[config.mk]
export PLATFORM = sky130hd
export DESIGN_NAME = data_rx_flat
export DESIGN_NICKNAME = d
export VERILOG_FILES = /design/src/rtl/uart_pkg.sv /design/src/rtl/data_rx_if.sv /design/src/rtl/rx_timeout_cnt.sv /design/src/rtl/data_rx.sv /design/src/flat_wrapper.sv
export SDC_FILE = /design/constraint.sdc
export NUM_CORES = 1
export LEC_CHECK = 0
export ABC_AREA = 0
export ABC_CLOCK_PERIOD_IN_PS = 4000
export BUFFER_PORTS_ARGS = -buffer_cell sky130_fd_sc_hd__buf_2
export CAP_MARGIN = 25
export CORE_AREA = 4 4 95 97
export DETAILED_ROUTE_END_ITERATION = 10
export DIE_AREA = 0 0 99 101
export SYNTH_ARGS = -nofsm -noshare
export SYNTH_HDL_FRONTEND = slang
export SYNTH_SLANG_ARGS = --single-unit
[constraint.sdc]
create_clock -name clk -period 4 [get_ports clk]
set_input_delay 0.4 -clock clk [delete_from_list [all_inputs] [get_ports clk]]
set_output_delay 0.4 -clock clk [all_outputs]
set_load 0.02 [all_outputs]
[src/rtl/uart_pkg.sv]
`default_nettype none
// ============================================================================
//  Module   : uart_pkg
//  Purpose  : Shared constants and state type for the remote-player packet RX.
//  Revision : 1.0  initial release
// ============================================================================
package uart_pkg;

   localparam logic [7:0] PKT_HEADER = 8'hA5;
   localparam int         PKT_LEN    = 6;

   typedef enum logic [2:0] {
      IDLE    = 3'd0,
      GET_XH  = 3'd1,
      GET_XL  = 3'd2,
      GET_YH  = 3'd3,
      GET_YL  = 3'd4,
      GET_CHK = 3'd5
   } rx_state_t;

endpackage
`default_nettype wire

[src/rtl/data_rx_if.sv]
`default_nettype none
// ============================================================================
//  Module   : data_rx_if
//  Purpose  : FIFO-side byte stream and decoded position outputs of data_rx.
//  Revision : 1.0  initial release
// ============================================================================
interface data_rx_if;

   logic        rx_empty;
   logic [7:0]  r_data;
   logic        rd_uart;
   logic [11:0] pos_x;
   logic [11:0] pos_y;
   logic        pkt_valid;
   logic        pkt_err;

   modport slave (
      input  rx_empty, r_data,
      output rd_uart, pos_x, pos_y, pkt_valid, pkt_err
   );

   modport master (
      output rx_empty, r_data,
      input  rd_uart, pos_x, pos_y, pkt_valid, pkt_err
   );

endinterface
`default_nettype wire

[src/rtl/rx_timeout_cnt.sv]
`default_nettype none
// ============================================================================
//  Module   : rx_timeout_cnt
//  Purpose  : Inter-byte gap counter; pulses timeout on the last allowed cycle.
//  Revision : 1.0  initial release
// ============================================================================
module rx_timeout_cnt #(
   parameter int TIMEOUT_CYCLES = 1_000_000
) (
   input  logic clk,
   input  logic rst,
   input  logic clear,
   input  logic enable,
   output logic timeout
);

   localparam int C_CNT_W = (TIMEOUT_CYCLES > 1) ? $clog2(TIMEOUT_CYCLES) : 1;
   localparam logic [C_CNT_W-1:0] C_LAST = C_CNT_W'(TIMEOUT_CYCLES - 1);

   logic [C_CNT_W-1:0] r_count;

   assign timeout = enable && !clear && (r_count == C_LAST);

   // Wrapping to zero on timeout keeps the counter inside its range.
   always_ff @(posedge clk) begin
      if (rst || clear || timeout) begin
         r_count <= '0;
      end else if (enable) begin
         r_count <= r_count + C_CNT_W'(1);
      end
   end

endmodule
`default_nettype wire

[src/rtl/data_rx.sv]
`default_nettype none
// ============================================================================
//  Module   : data_rx
//  Purpose  : Parses 6-byte position packets from a UART RX FIFO.
//  Revision : 1.0  initial release
// ============================================================================
module data_rx
   import uart_pkg::*;
#(
   parameter int TIMEOUT_CYCLES = 1_000_000
) (
   input  logic       clk,
   input  logic       rst,
   data_rx_if.slave   bus
);

   rx_state_t   r_state;
   logic [3:0]  r_x_hi;
   logic [7:0]  r_x_lo;
   logic [3:0]  r_y_hi;
   logic [7:0]  r_y_lo;
   logic [7:0]  r_chk;
   logic [11:0] r_pos_x;
   logic [11:0] r_pos_y;
   logic        r_pkt_valid;
   logic        r_pkt_err;

   logic        w_take;
   logic [7:0]  w_byte;
   logic        w_timeout;

   // The FIFO is popped whenever it has data, except during reset.
   assign w_take         = !bus.rx_empty && !rst;
   assign w_byte         = bus.r_data;
   assign bus.rd_uart    = w_take;
   assign bus.pos_x      = r_pos_x;
   assign bus.pos_y      = r_pos_y;
   assign bus.pkt_valid  = r_pkt_valid;
   assign bus.pkt_err    = r_pkt_err;

   rx_timeout_cnt #(
      .TIMEOUT_CYCLES (TIMEOUT_CYCLES)
   ) u_timeout (
      .clk     (clk),
      .rst     (rst),
      .clear   ((r_state == IDLE) || w_take),
      .enable  ((r_state != IDLE) && !w_take),
      .timeout (w_timeout)
   );

   always_ff @(posedge clk) begin
      if (rst) begin
         r_state     <= IDLE;
         r_x_hi      <= '0;
         r_x_lo      <= '0;
         r_y_hi      <= '0;
         r_y_lo      <= '0;
         r_chk       <= '0;
         r_pos_x     <= '0;
         r_pos_y     <= '0;
         r_pkt_valid <= 1'b0;
         r_pkt_err   <= 1'b0;
      end else begin
         r_pkt_valid <= 1'b0;
         r_pkt_err   <= 1'b0;
         if (w_take) begin
            case (r_state)
               IDLE: begin
                  if (w_byte == PKT_HEADER) begin
                     r_state <= GET_XH;
                  end
               end
               GET_XH: begin
                  r_x_hi  <= w_byte[3:0];
                  r_chk   <= w_byte;
                  r_state <= GET_XL;
               end
               GET_XL: begin
                  r_x_lo  <= w_byte;
                  r_chk   <= r_chk ^ w_byte;
                  r_state <= GET_YH;
               end
               GET_YH: begin
                  r_y_hi  <= w_byte[3:0];
                  r_chk   <= r_chk ^ w_byte;
                  r_state <= GET_YL;
               end
               GET_YL: begin
                  r_y_lo  <= w_byte;
                  r_chk   <= r_chk ^ w_byte;
                  r_state <= GET_CHK;
               end
               GET_CHK: begin
                  if (w_byte == r_chk) begin
                     r_pos_x     <= {r_x_hi, r_x_lo};
                     r_pos_y     <= {r_y_hi, r_y_lo};
                     r_pkt_valid <= 1'b1;
                  end else begin
                     r_pkt_err   <= 1'b1;
                  end
                  r_state <= IDLE;
               end
               default: r_state <= IDLE;
            endcase
         end else if (w_timeout) begin
            r_pkt_err <= 1'b1;
            r_state   <= IDLE;
         end
      end
   end

endmodule
`default_nettype wire

[src/flat_wrapper.sv]
// flat-port wrapper written by rule: the top's interface ports become plain ports
module data_rx_flat import uart_pkg::*;
#(
   parameter int TIMEOUT_CYCLES = 1_000_000
)
  (clk, rst, bus_rx_empty, bus_r_data, bus_rd_uart, bus_pos_x, bus_pos_y, bus_pkt_valid, bus_pkt_err);
  data_rx_if bus_i ();
  input  logic clk;
  input  logic rst;
  input wire logic [$bits(bus_i.rx_empty)-1:0] bus_rx_empty;
  input wire logic [$bits(bus_i.r_data)-1:0] bus_r_data;
  output wire logic [$bits(bus_i.rd_uart)-1:0] bus_rd_uart;
  output wire logic [$bits(bus_i.pos_x)-1:0] bus_pos_x;
  output wire logic [$bits(bus_i.pos_y)-1:0] bus_pos_y;
  output wire logic [$bits(bus_i.pkt_valid)-1:0] bus_pkt_valid;
  output wire logic [$bits(bus_i.pkt_err)-1:0] bus_pkt_err;
  assign bus_i.rx_empty = bus_rx_empty;
  assign bus_i.r_data = bus_r_data;
  assign bus_rd_uart = bus_i.rd_uart;
  assign bus_pos_x = bus_i.pos_x;
  assign bus_pos_y = bus_i.pos_y;
  assign bus_pkt_valid = bus_i.pkt_valid;
  assign bus_pkt_err = bus_i.pkt_err;
  data_rx #(.TIMEOUT_CYCLES(TIMEOUT_CYCLES)) u_core (.clk(clk), .rst(rst), .bus(bus_i));
endmodule
Word-level counts from Yosys, hierarchy flattened. Cells that the tools add are included.

Memory bits (writable): 0. Register bits: 81. Bits of input ports: 11. Latch bits: 0. Output and inout port bits: 27. Memories kept: 0. Word-level logic and storage cells: 58. Memory bits (read-only): 0.

Equal/unequal tests: 9. Bitwise gates (word level): 3. Reduce and logical (&&, ||, !) cells: 24. $lt $le $gt $ge: 0. Div/mod/pow operators: 0. Add/subtract/negate cells: 1. Muxes and demuxes: 10. Multipliers: 0. Shift-type cells: 0.

Operator list (number): $add 20x1->20 const B (1); $eq 20x20->1 const B (1); $pmux 8 s2 (1); $pmux 3 s5 (1); $reduce_and 2->1 (6); $mux 3 (3); $eq 8x8->1 (1); $eq 8x8->1 const B (1); $xor 8x8->8 (1); $eq 3x2->1 const B (2); $eq 3x3->1 const B (2); $reduce_or 3->1 (2); $mux 1 (5); $logic_and 1x1->1 (4); $logic_not 1->1 (4); $reduce_bool 2->1 (2); $eq 3x1->1 const B (1); $logic_not 3->1 (1); $logic_or 1x1->1 (3); $ne 3x3->1 const B (1); $reduce_and 3->1 (1); $reduce_bool 3->1 (1); $not 1->1 (2).

Depth between registers and ports, before layout. Gate-level depths: netlist of the first run.

Word-level depth: 8. Gate-level depth with buffers: 8.

Hierarchy. A second synthesis of the first run with hierarchy kept.

Cell total of the unflattened synthesis: 402. Area, all modules: 3646.0 µm².

Modules (own cells, without submodules): data_rx (seq. area each 1221.2 µm², cells each 293, area an instance 2695.1 µm², instances 1); rx_timeout_cnt (seq. area each 400.4 µm², cells each 109, area an instance 950.9 µm², instances 1).

Worst setup path after synthesis of the first run. No wires, ideal clock.

Kind: input to register. Start point: input rst. End point: register u_core.r_pos_x[4] (netlist: u_core.bus.pos_x[4]). Buffers on the path: 3. Stages on the path: 7. Slack: 2000 ps. Data arrival time: 1884 ps. Library setup time: 116 ps. Path through: buf_2 nor2_1 and3_1 buf_4 nand3_4 buf_6 a31o_2.

Cells in the longest elaborated chain, start to end: 3.

Ends and longest elaborated chain: from (decl) (RTL line flat_wrapper.sv:9) `input logic rst;`; $logic_not 1->1 (RTL line data_rx.sv:33) `assign w_take = !bus.rx_empty && !rst;`; $logic_and 1x1->1 (RTL line data_rx.sv:33); named net bus_rd_uart (RTL line flat_wrapper.sv:12) `output wire logic [$bits(bus_i.rd_uart)-1:0] bus_rd_uart;`; $reduce_and 3->1 (no line); to (signal assigned) (RTL line data_rx.sv:95) `r_pos_x <= {r_x_hi, r_x_lo};`; to (decl) (RTL line data_rx.sv:23) `logic [11:0] r_pos_x;`.

The timed path passes the listed nets, and every way through them passes these cells. A chain may end at the register's enable or synchronous reset.

Worst setup path in the final report of the first run.
Start point: register u_core.r_state[0]. End point: register u_core.r_pos_y[11] (netlist: u_core.bus.pos_y[11]).

Cells in the longest elaborated chain, start to end: 2.

Ends and longest elaborated chain: from (decl) (RTL line data_rx.sv:17) `rx_state_t r_state;`; from (signal assigned) (RTL line data_rx.sv:53) `r_state <= IDLE;`; from (signal assigned) (RTL line data_rx.sv:70) `r_state <= GET_XH;`; from (signal assigned) (RTL line data_rx.sv:76) `r_state <= GET_XL;`; $eq 3x3->1 (RTL line data_rx.sv:67) `case (r_state)`; $reduce_and 3->1 (no line); to (signal assigned) (RTL line data_rx.sv:96) `r_pos_y <= {r_y_hi, r_y_lo};`; to (decl) (RTL line data_rx.sv:24) `logic [11:0] r_pos_y;`.

Every way passes these cells.

==> qor.txt, run 1 <==
max_cap viols - 0
f_max - 0.4714 GHz
I/O pins - 38
status - finished, final reports clean
Worst Hold Depth - 3
area of the die - 9999 um2
Internal Power - 1.171 mW
Die X - 99 um
Final Non-Filler Cells - 526
Logic pwr share - 3.0%
Core Util, Final - 49.19%
Post-Place Worst Slack - 1.583 ns
drt initial violations - 175
Total Routing Usage GR - 16.32%
Mapped Cells - 394
I/O Buffers - 37
Switching Share - 21.72%
CORE AREA - 8134 um2
most frequent cells in the layout - dfxtp_1, nand2_1, buf_2
clock sink count - 81
Area growth, synth to finish - 10.77%
grt total ovfl - 0
FFs w/ async S/R, synth - 0%
Setup-failing EPs final - 0
Worst-Margin Slew - 0.7384 ns
Lkg Pwr - 1.490 nW
switching pwr - 0.3249 mW
share of cells above drive strength 1 - 17.58%
kind of critical path - flop to flop
warnings from Yosys - 0
final worst path period need - 2.122 ns
Tcrit/Tclk final - 53.04%
first-pass GRT wire length - 13290 um
vias per inst - 5.574
skew final - 0.01102 ns
CTS Buffer Depth - 2
NumNets Final - 428
Worst Hold Class - input pin to flop
antenna violations before repair - 0
Clock Latency Late Sink - 0.35 ns
post-synth cell types - 43
Placer Congestion - 0.7655
Mapped Area - 3612 um2
Worst Path Required - 4.24 ns
routed wire length - 7757 um
Relative slew margins - 50.63%
WHS - 0.3366 ns
Hold Fails Final Rpt - 0
syn nets - 406
CTS tree - yes
DR pass1 iterations - 4
synthesis-stage register bit count - 81
cells on worst reg2reg path - 4
Reg clk slew, reported paths - 0.08 ns
buffer count from post-CTS setup fixing - 0
vias in the first global route - 2812
EDFF count, synth - 0
Root Driver - clkbuf_8
Max FO, Critical Path - 19
Sequential Power Share - 53.9%
Mean Syn Cell Area - 9.168 um2
Setup crit start kind - flop
Power Total - 1.496 mW
Pwr per Cell Area - 373.9 nW/um2
post-route ant nets - 0
Design Area, Final - 4001 um2
Die H - 101 um
Arr. time, crit path - 2.36 ns
via count - 2932
total negative slack - 0 ns
Max IR drop VDD - 215.4 uV
Clock power frac - 43.1%
Remaining DRCs - 0
Post-CTS Resized - 0
CTS Hold Bufs - 0
commonest non-fill, non-tap cell in the layout - dfxtp_1
wire length per cell - 14.75 um
Cells after DPL - 510
RSZ-0062 raised after global routing - false
largest net degree at the start of global routing - 38
Initial Util - 44.41%
# diodes - 0
Rows - 33
htree depth - 3
ys flop type - dfxtp_1
DP Area - 3790 um2
critical path endpoint category - flop
total CTS buffers - 9
dpl hpwl - 5304 um
Worst Slack Setup Final - 1.878 ns
Seq/Total Area, Yosys - 44.89%
max-slew violation count - 0
## path summary, 6_finish.rpt
path	start	end	slack, ns
setup / recovery	u_core.r_state[0]	u_core.bus.pos_y[11]	1.88
setup reg to reg	u_core.r_state[0]	u_core.bus.pos_y[11]	1.88
hold / removal	bus_r_data[6]	u_core.r_x_lo[6]	0.34
hold reg to reg	u_core.u_timeout.r_count[0]	u_core.u_timeout.r_count[0]	0.45
## metal layers
metal | track usage (%) | routed length [um] | up-vias | part of all wire (%)
li1 | - | - | 1462 | -
met1 | 22.25 | 3855 | 1397 | 50
met2 | 24.48 | 3357 | 58 | 43
met3 | 3.737 | 351 | 15 | 4.5
met4 | 7.563 | 193 | 0 | 2.5
met5 | 0 | 0 | - | 0
## cells in the mapped netlist (4+ instances only)
| library cell | n | share of area [%] |
|---|---|---|
| a31o_2 | 10 | 2.4 |
| xnor2_1 | 11 | 2.7 |
| or4_1 | 8 | 1.7 |
| mux2i_1 | 19 | 5.3 |
| dfxtp_1 | 81 | 45 |
| and3_1 | 4 | 0.69 |
| nand4_1 | 14 | 2.4 |
| clkbuf_1 | 10 | 1.0 |
| o31ai_1 | 12 | 2.5 |
| nand2_1 | 42 | 4.4 |
| nor2_1 | 16 | 1.7 |
| inv_1 | 14 | 1.5 |
| nor2b_1 | 10 | 1.7 |
| and2_1 | 4 | 0.69 |
| o21a_1 | 8 | 1.7 |
| a21oi_1 | 22 | 3.0 |
| xor2_1 | 5 | 1.2 |
| mux2_2 | 7 | 2.2 |
| or3_1 | 4 | 0.69 |
| o21ai_0 | 21 | 2.9 |
| buf_2 | 9 | 1.2 |
| nand3_1 | 18 | 2.5 |
| o32ai_1 | 8 | 1.9 |
| and4_1 | 5 | 1.2 |
| nor4_1 | 8 | 1.4 |
## power by group through the flow
| stage | Clock [mW] | Sequential, mW | Combinational, mW |
|---|---|---|---|
| 6_report | 0.645 | 0.806 | 0.0449 |
| 5_1_grt | 0.700 | 0.806 | 0.0488 |
| 3_3_place_gp | 0 | 0.825 | 0.0444 |
| 3_5_place_dp | 0 | 0.825 | 0.0446 |
| 4_1_cts | 0.665 | 0.806 | 0.0447 |
| 2_1_floorplan | 0 | 0.825 | 0.0248 |
## flip-flops by register name, indices dropped and copies added (netlist names), 3 cells and up
register,flops
u_core.bus.pos_x,12
u_core.bus.pos_y,12
u_core.r_chk,8
u_core.r_state,3
u_core.r_x_hi,4
u_core.r_x_lo,8
u_core.r_y_hi,4
u_core.r_y_lo,8
u_core.u_timeout.r_count,20
## kinds of logic after synthesis
logic type               Yosys count  share of synthesized area (%)
AO/OA/AOI/OAI                     86                          15.97
XOR/XNOR                          16                          3.879
adder cells (fa/ha/maj)            1                         0.3463
buffers and inverters             43                          5.819
flip-flops                        81                          44.89
multiplexers                      26                          7.447
AND/OR/NAND/NOR                  141                          21.65
## cell type report
cell class,count,area (um2)
fill,766,4133
multi-input combinational,270,1780
sequential,81,1622
timing repair buffer,39,200.2
clock buffer,12,135.1
tap,105,131.4
clock inverter,4,76.32
inverter,15,56.30
## critical path: stages (launching register included)
cell,delay (ns)
dfxtp_1,0.48
nor2b_1,0.44
and3_1,0.42
nand3_4,0.30
mux2_2,0.37
Power figures use the tool's default switching activity.
==> run 2, diff against run 1 <==
--- a/config.mk
+++ b/config.mk
@@ -6,7 +6,7 @@
 export NUM_CORES = 1
 export LEC_CHECK = 0
 export ABC_AREA = 0
-export ABC_CLOCK_PERIOD_IN_PS = 4000
+export ABC_CLOCK_PERIOD_IN_PS = 2000
 export BUFFER_PORTS_ARGS = -buffer_cell sky130_fd_sc_hd__buf_2
 export CAP_MARGIN = 25
 export CORE_AREA = 4 4 95 97
==> constraint.sdc (replaced) <==
create_clock -name clk -period 2 [get_ports clk]
set_input_delay 0.2 -clock clk [delete_from_list [all_inputs] [get_ports clk]]
set_output_delay 0.2 -clock clk [all_outputs]
set_load 0.02 [all_outputs]
==> run 2 against run 1 <==
Worst setup slack got worse by 1.7 ns. Fmax increased by 15%. Power up 83%. Register-to-register slack worse by 1.7 ns. Count of clock-buffer cells in the layout is 2 lower. Cell count grew 3.4%. Combinational power is 130% higher.
==> qor.txt, run 2 (synthesized netlist as in run 1, its figures left out) <==
kind of critical path - flop to flop (unchanged)
commonest non-fill, non-tap cell in the layout - dfxtp_1 (unchanged)
Area growth, synth to finish - 13.86% (was 10.77%)
CTS Hold Bufs - 0 (unchanged)
vias per inst - 5.441 (was 5.574)
antenna violations before repair - 0 (unchanged)
max_cap viols - 0 (unchanged)
Tcrit/Tclk final - 91.91% (was 53.04%)
Clock power frac - 37.5% (was 43.1%)
CORE AREA - 8134 um2 (unchanged)
Total Routing Usage GR - 16.37% (was 16.32%)
CTS Buffer Depth - 2 (unchanged)
Lkg Pwr - 1.570 nW (was 1.490 nW)
Initial Util - 44.41% (unchanged)
routed wire length - 7861 um (was 7757 um)
Reg clk slew, reported paths - 0.08 ns (about the same)
critical path endpoint category - flop (unchanged)
share of cells above drive strength 1 - 21.41% (was 17.58%)
Setup crit start kind - flop (unchanged)
Worst Hold Class - input pin to flop (unchanged)
Relative slew margins - 62.01% (was 50.63%)
most frequent cells in the layout - dfxtp_1, nand2_1, buf_2 (unchanged)
Switching Share - 23.83% (was 21.72%)
NumNets Final - 446 (was 428)
Post-CTS Resized - 0 (unchanged)
Remaining DRCs - 0 (unchanged)
max reg flops - 20 (unchanged)
total negative slack - 0 ns (unchanged)
via count - 2960 (was 2932)
Die X - 99 um (unchanged)
Power Total - 2.740 mW (was 1.496 mW)
first-pass GRT wire length - 13360 um (was 13290 um)
htree depth - 3 (unchanged)
skew final - 0.004848 ns (was 0.01102 ns)
Logic pwr share - 3.7% (was 3.0%)
Internal Power - 2.087 mW (was 1.171 mW)
f_max - 0.5440 GHz (was 0.4714 GHz)
Setup-failing EPs final - 0 (unchanged)
I/O Buffers - 37 (unchanged)
post-route ant nets - 0 (unchanged)
I/O pins - 38 (unchanged)
Clock Latency Late Sink - 0.34 ns (was 0.35 ns)
status - finished, final reports clean (unchanged)
Rows - 33 (unchanged)
Biggest register - u_core.u_timeout.r_count (unchanged)
CTS tree - yes (unchanged)
Sequential Power Share - 58.8% (was 53.9%)
grt total ovfl - 0 (unchanged)
largest net degree at the start of global routing - 36 (was 38)
wire length per cell - 14.45 um (was 14.75 um)
Hold Fails Final Rpt - 0 (unchanged)
RSZ-0062 raised after global routing - false (unchanged)
Placer Congestion - 0.8245 (was 0.7655)
buffer count from post-CTS setup fixing - 0 (unchanged)
total CTS buffers - 9 (unchanged)
max-slew violation count - 0 (unchanged)
vias in the first global route - 2829 (was 2812)
drt initial violations - 115 (was 175)
switching pwr - 0.6530 mW (was 0.3249 mW)
area of the die - 9999 um2 (unchanged)
Max IR drop VDD - 306.7 uV (was 215.4 uV)
Root Driver - clkbuf_8 (unchanged)
# diodes - 0 (unchanged)
Die H - 101 um (unchanged)
DR pass1 iterations - 4 (unchanged)
final worst path period need - 1.838 ns (was 2.122 ns)
Pwr per Cell Area - 666.2 nW/um2 (was 373.9 nW/um2)
Worst-Margin Slew - 0.5698 ns (was 0.7384 ns)
Worst Path Required - 2.24 ns (was 4.24 ns)
number of fill cells - 803 (was 766)
Max FO, Critical Path - 6 (was 19)
Arr. time, crit path - 2.08 ns (was 2.36 ns)
dpl hpwl - 5559 um (was 5304 um)
clock sink count - 81 (unchanged)
run 2: cell count changes in the layout (fill, tap and decap cells not counted), moves of 2 or more:
cell       before  now
buf_4           2   18
clkinv_2        0    4
buf_12          0    2
bufinv_16       2    0
clkbuf_1        3    1
run 2: worst max-delay path: stages, from the launching register on:
cell,delay [ns]
dfxtp_1,0.35
or4_1,0.58
nor4_4,0.31
nand4_1,0.22
a31o_2,0.27
run 2: per-stage QoR:
stage                     cell area (um2)  utilization, %  std cells  worst slack [ns]  hold slack [ns]
final                                4113           50.56        544            0.1619           0.1414
after global routing                 4113           50.56        544           0.04390           0.1469
after CTS                            4113           50.56        544            0.1603           0.1238
after detailed placement             3950           48.56        528            0.1813           0.4348
after global placement               3950           48.56        528            0.2314           0.4207
after floorplan                      3612               -        394            0.1999           0.3086
run 2: per-layer routing:
layer	vias up	track usage, %	part of all wire (%)
met5	-	0	0
met4	0	4.727	0.43
met3	2	4.221	3.7
met2	43	25.77	46
met1	1405	22.17	50
li1	1510	-	-
run 2: path summary, 6_finish.rpt:
| check | end | startpoint | slack, ns | cells past startpoint |
|---|---|---|---|---|
| worst min-delay path | u_core.r_x_lo[5] | bus_r_data[5] | 0.14 | 3 |
| worst max register to register | u_core.r_state[0] | u_core.u_timeout.r_count[6] | 0.16 | 4 |
| worst max-delay path | u_core.r_state[0] | u_core.u_timeout.r_count[6] | 0.16 | 4 |
| worst min register to register | u_core.u_timeout.r_count[0] | u_core.u_timeout.r_count[0] | 0.44 | 1 |
run 2: power groups by stage:
| stage | registers (mW) | clock network [mW] | logic [mW] |
|---|---|---|---|
| floorplan | 1.65 | 0 | 0.0496 |
| global placement | 1.65 | 0 | 0.103 |
| detailed placement | 1.65 | 0 | 0.103 |
| CTS | 1.61 | 1.05 | 0.103 |
| global route | 1.61 | 1.14 | 0.111 |
| finish | 1.61 | 1.03 | 0.102 |
run 2: cell type report:
class	count	area, um2	area share [%]
clock inverters	6	35.03	0.8518
repair buffers	57	360.3	8.762
clock buffers	10	127.6	3.103
well taps	105	131.4	3.194
inverters	15	56.30	1.369
multi-input cells	270	1780	43.29
flip-flops and latches	81	1622	39.43
==> run 3, diff against run 2 <==
--- a/config.mk
+++ b/config.mk
@@ -6,7 +6,6 @@
 export NUM_CORES = 1
 export LEC_CHECK = 0
 export ABC_AREA = 0
-export ABC_CLOCK_PERIOD_IN_PS = 2000
 export BUFFER_PORTS_ARGS = -buffer_cell sky130_fd_sc_hd__buf_2
 export CAP_MARGIN = 25
 export CORE_AREA = 4 4 95 97
==> constraint.sdc (replaced) <==
create_clock -name clk -period 2 [get_ports clk]
set_input_delay 0.4 -clock clk [delete_from_list [all_inputs] [get_ports clk]]
set_output_delay 0.4 -clock clk [all_outputs]
set_load 0.02 [all_outputs]
==> run 3 against run 2 <==
Clock skew grew 0.0025 ns. Core utilization grew 1.1 points. Die area is the same. Register-to-register slack lost 0.05 ns. Global-route usage grew 0.41 points. Combinational power is essentially flat.
==> qor.txt, run 3 (synthesized netlist as in run 1, its figures left out) <==
Clock Latency Late Sink - 0.35 ns (was 0.34 ns)
largest net degree at the start of global routing - 25 (was 36)
CP delay by family, top - simple AND/OR/NAND/NOR gates (unchanged)
source of the critical timing path - u_core.u_timeout.r_count[6] (unchanged)
DR pass1 iterations - 4 (unchanged)
Tcrit/Tclk final - 94.49% (was 91.91%)
routed wire length - 7904 um (was 7861 um)
CTS Buffer Depth - 2 (unchanged)
clock sink count - 81 (unchanged)
Reg clk slew, reported paths - 0.08 ns (about the same)
CTS Hold Bufs - 0 (unchanged)
Remaining DRCs - 0 (unchanged)
Lkg Pwr - 1.620 nW (was 1.570 nW)
crit path max-delay cell type - or4_1 (unchanged)
Worst Hold Class - input pin to flop (unchanged)
first-pass GRT wire length - 13670 um (was 13360 um)
commonest non-fill, non-tap cell in the layout - dfxtp_1 (unchanged)
number of fill cells - 772 (was 803)
post-route ant nets - 0 (unchanged)
hold_sp - bus_r_data[6] (was bus_r_data[5])
max_cap viols - 0 (unchanged)
skew final - 0.007394 ns (was 0.004848 ns)
vias per inst - 5.352 (was 5.441)
Biggest register - u_core.u_timeout.r_count (unchanged)
Relative slew margins - 74.93% (was 62.01%)
I/O Buffers - 37 (unchanged)
CTS tree - yes (unchanged)
Rows - 33 (unchanged)
max reg flops - 20 (unchanged)
WP buf/inv - 0 (unchanged)
NumNets Final - 456 (was 446)
total CTS buffers - 9 (unchanged)
final worst path period need - 1.890 ns (was 1.838 ns)
Placer Congestion - 0.7763 (was 0.8245)
WHS - 0.3198 ns (was 0.1414 ns)
drt initial violations - 135 (was 115)
Max FO, Critical Path - 6 (unchanged)
Setup-failing EPs final - 0 (unchanged)
htree depth - 3 (unchanged)
dpl hpwl - 5690 um (was 5559 um)
Max IR drop VDD - 295.2 uV (was 306.7 uV)
critical path endpoint category - flop (unchanged)
Hold Fails Final Rpt - 0 (unchanged)
max-slew violation count - 0 (unchanged)
Post-CTS Resized - 0 (unchanged)
Setup crit start kind - flop (unchanged)
Total Routing Usage GR - 16.77% (was 16.37%)
R2R Path Start - u_core.u_timeout.r_count[6] (unchanged)
Root Driver - clkbuf_8 (unchanged)
worst path cell trace - or4_1 > nor4_4 > nand4_1 > a31o_2 (unchanged)
antenna violations before repair - 0 (unchanged)
Worst-Margin Slew - 0.3710 ns (was 0.5698 ns)
RSZ-0062 raised after global routing - false (unchanged)
Initial Util - 44.41% (unchanged)
total negative slack - 0 ns (unchanged)
wire length per cell - 14.27 um (was 14.45 um)
vias in the first global route - 2933 (was 2829)
I/O pins - 38 (unchanged)
buffer count from post-CTS setup fixing - 0 (unchanged)
Die X - 99 um (unchanged)
status - finished, final reports clean (unchanged)
slowest stage delay, CP - 0.59 ns (was 0.58 ns)
f_max - 0.5292 GHz (was 0.5440 GHz)
kind of critical path - flop to flop (unchanged)
# diodes - 0 (unchanged)
via count - 2965 (was 2960)
Arr. time, crit path - 2.14 ns (was 2.08 ns)
Area growth, synth to finish - 16.25% (was 13.86%)
grt total ovfl - 0 (unchanged)
CORE AREA - 8134 um2 (unchanged)
Pwr per Cell Area - 690.8 nW/um2 (was 666.2 nW/um2)
area of the die - 9999 um2 (unchanged)
share of cells above drive strength 1 - 23.39% (was 21.41%)
most frequent cells in the layout - dfxtp_1, nand2_1, buf_2 (unchanged)
Worst Path Required - 2.25 ns (was 2.24 ns)
Die H - 101 um (unchanged)
-- run 3: changes by cell type in the layout (fill, tap and decap cells not counted), sizes merged --
cell and delta:
buf +10, clkinv -2, bufinv +1, clkbuf +1
-- run 3: area by class of cell --
class | instances | area (um2) | share of cell area, %
Multi-Input combinational cell | 270 | 1783 | 42.46
Sequential cell | 81 | 1622 | 38.62
Timing Repair Buffer | 67 | 410.4 | 9.774
Clock buffer | 11 | 141.4 | 3.367
Tap cell | 105 | 131.4 | 3.129
Inverter | 15 | 56.30 | 1.341
Clock inverter | 5 | 55.05 | 1.311
-- run 3: where the power goes --
group	leakage [nW]	total [mW]	internal [mW]	switching (mW)
clock	0.0953	1.18	0.607	0.578
sequential	0.652	1.61	1.61	0.000231
combinational	0.873	0.105	0.0349	0.0702
-- run 3: tightest hold or removal path: cells and delay by family --
kind	cells	cell delay (ns)
buffers and inverters	1	0.13
AO/OA/AOI/OAI	1	0.06
AND/OR/NAND/NOR	1	0.05
-- run 3: final timing paths --
path	endpoint	slack [ns]	depth (start not counted)
worst max-delay path	u_core.r_state[0]	0.11	4
worst max register to register	u_core.r_state[0]	0.11	4
worst min register to register	u_core.u_timeout.r_count[0]	0.45	1
worst min-delay path	u_core.r_x_lo[6]	0.32	3
-- run 3: per-stage QoR --
stage	setup WS, ns	power (mW)	cell area, um2	utilization, %	cells
floorplan	0.1677	1.699	3615	-	394
global placement	0.04326	1.755	3995	49.12	537
detailed placement	0.05946	1.755	3995	49.12	537
CTS	0.03796	2.933	4192	51.53	553
global route	0.02572	3.012	4199	51.62	554
finish	0.1103	2.901	4199	51.62	554
-- run 3: layer usage --
layer	track usage [%]	part of all wire, %	vias to the layer above
met3	4.014	3.6	12
met4	6.828	2.1	0
met5	0	0	-
met2	25.88	43	37
li1	-	-	1518
met1	22.55	51	1398
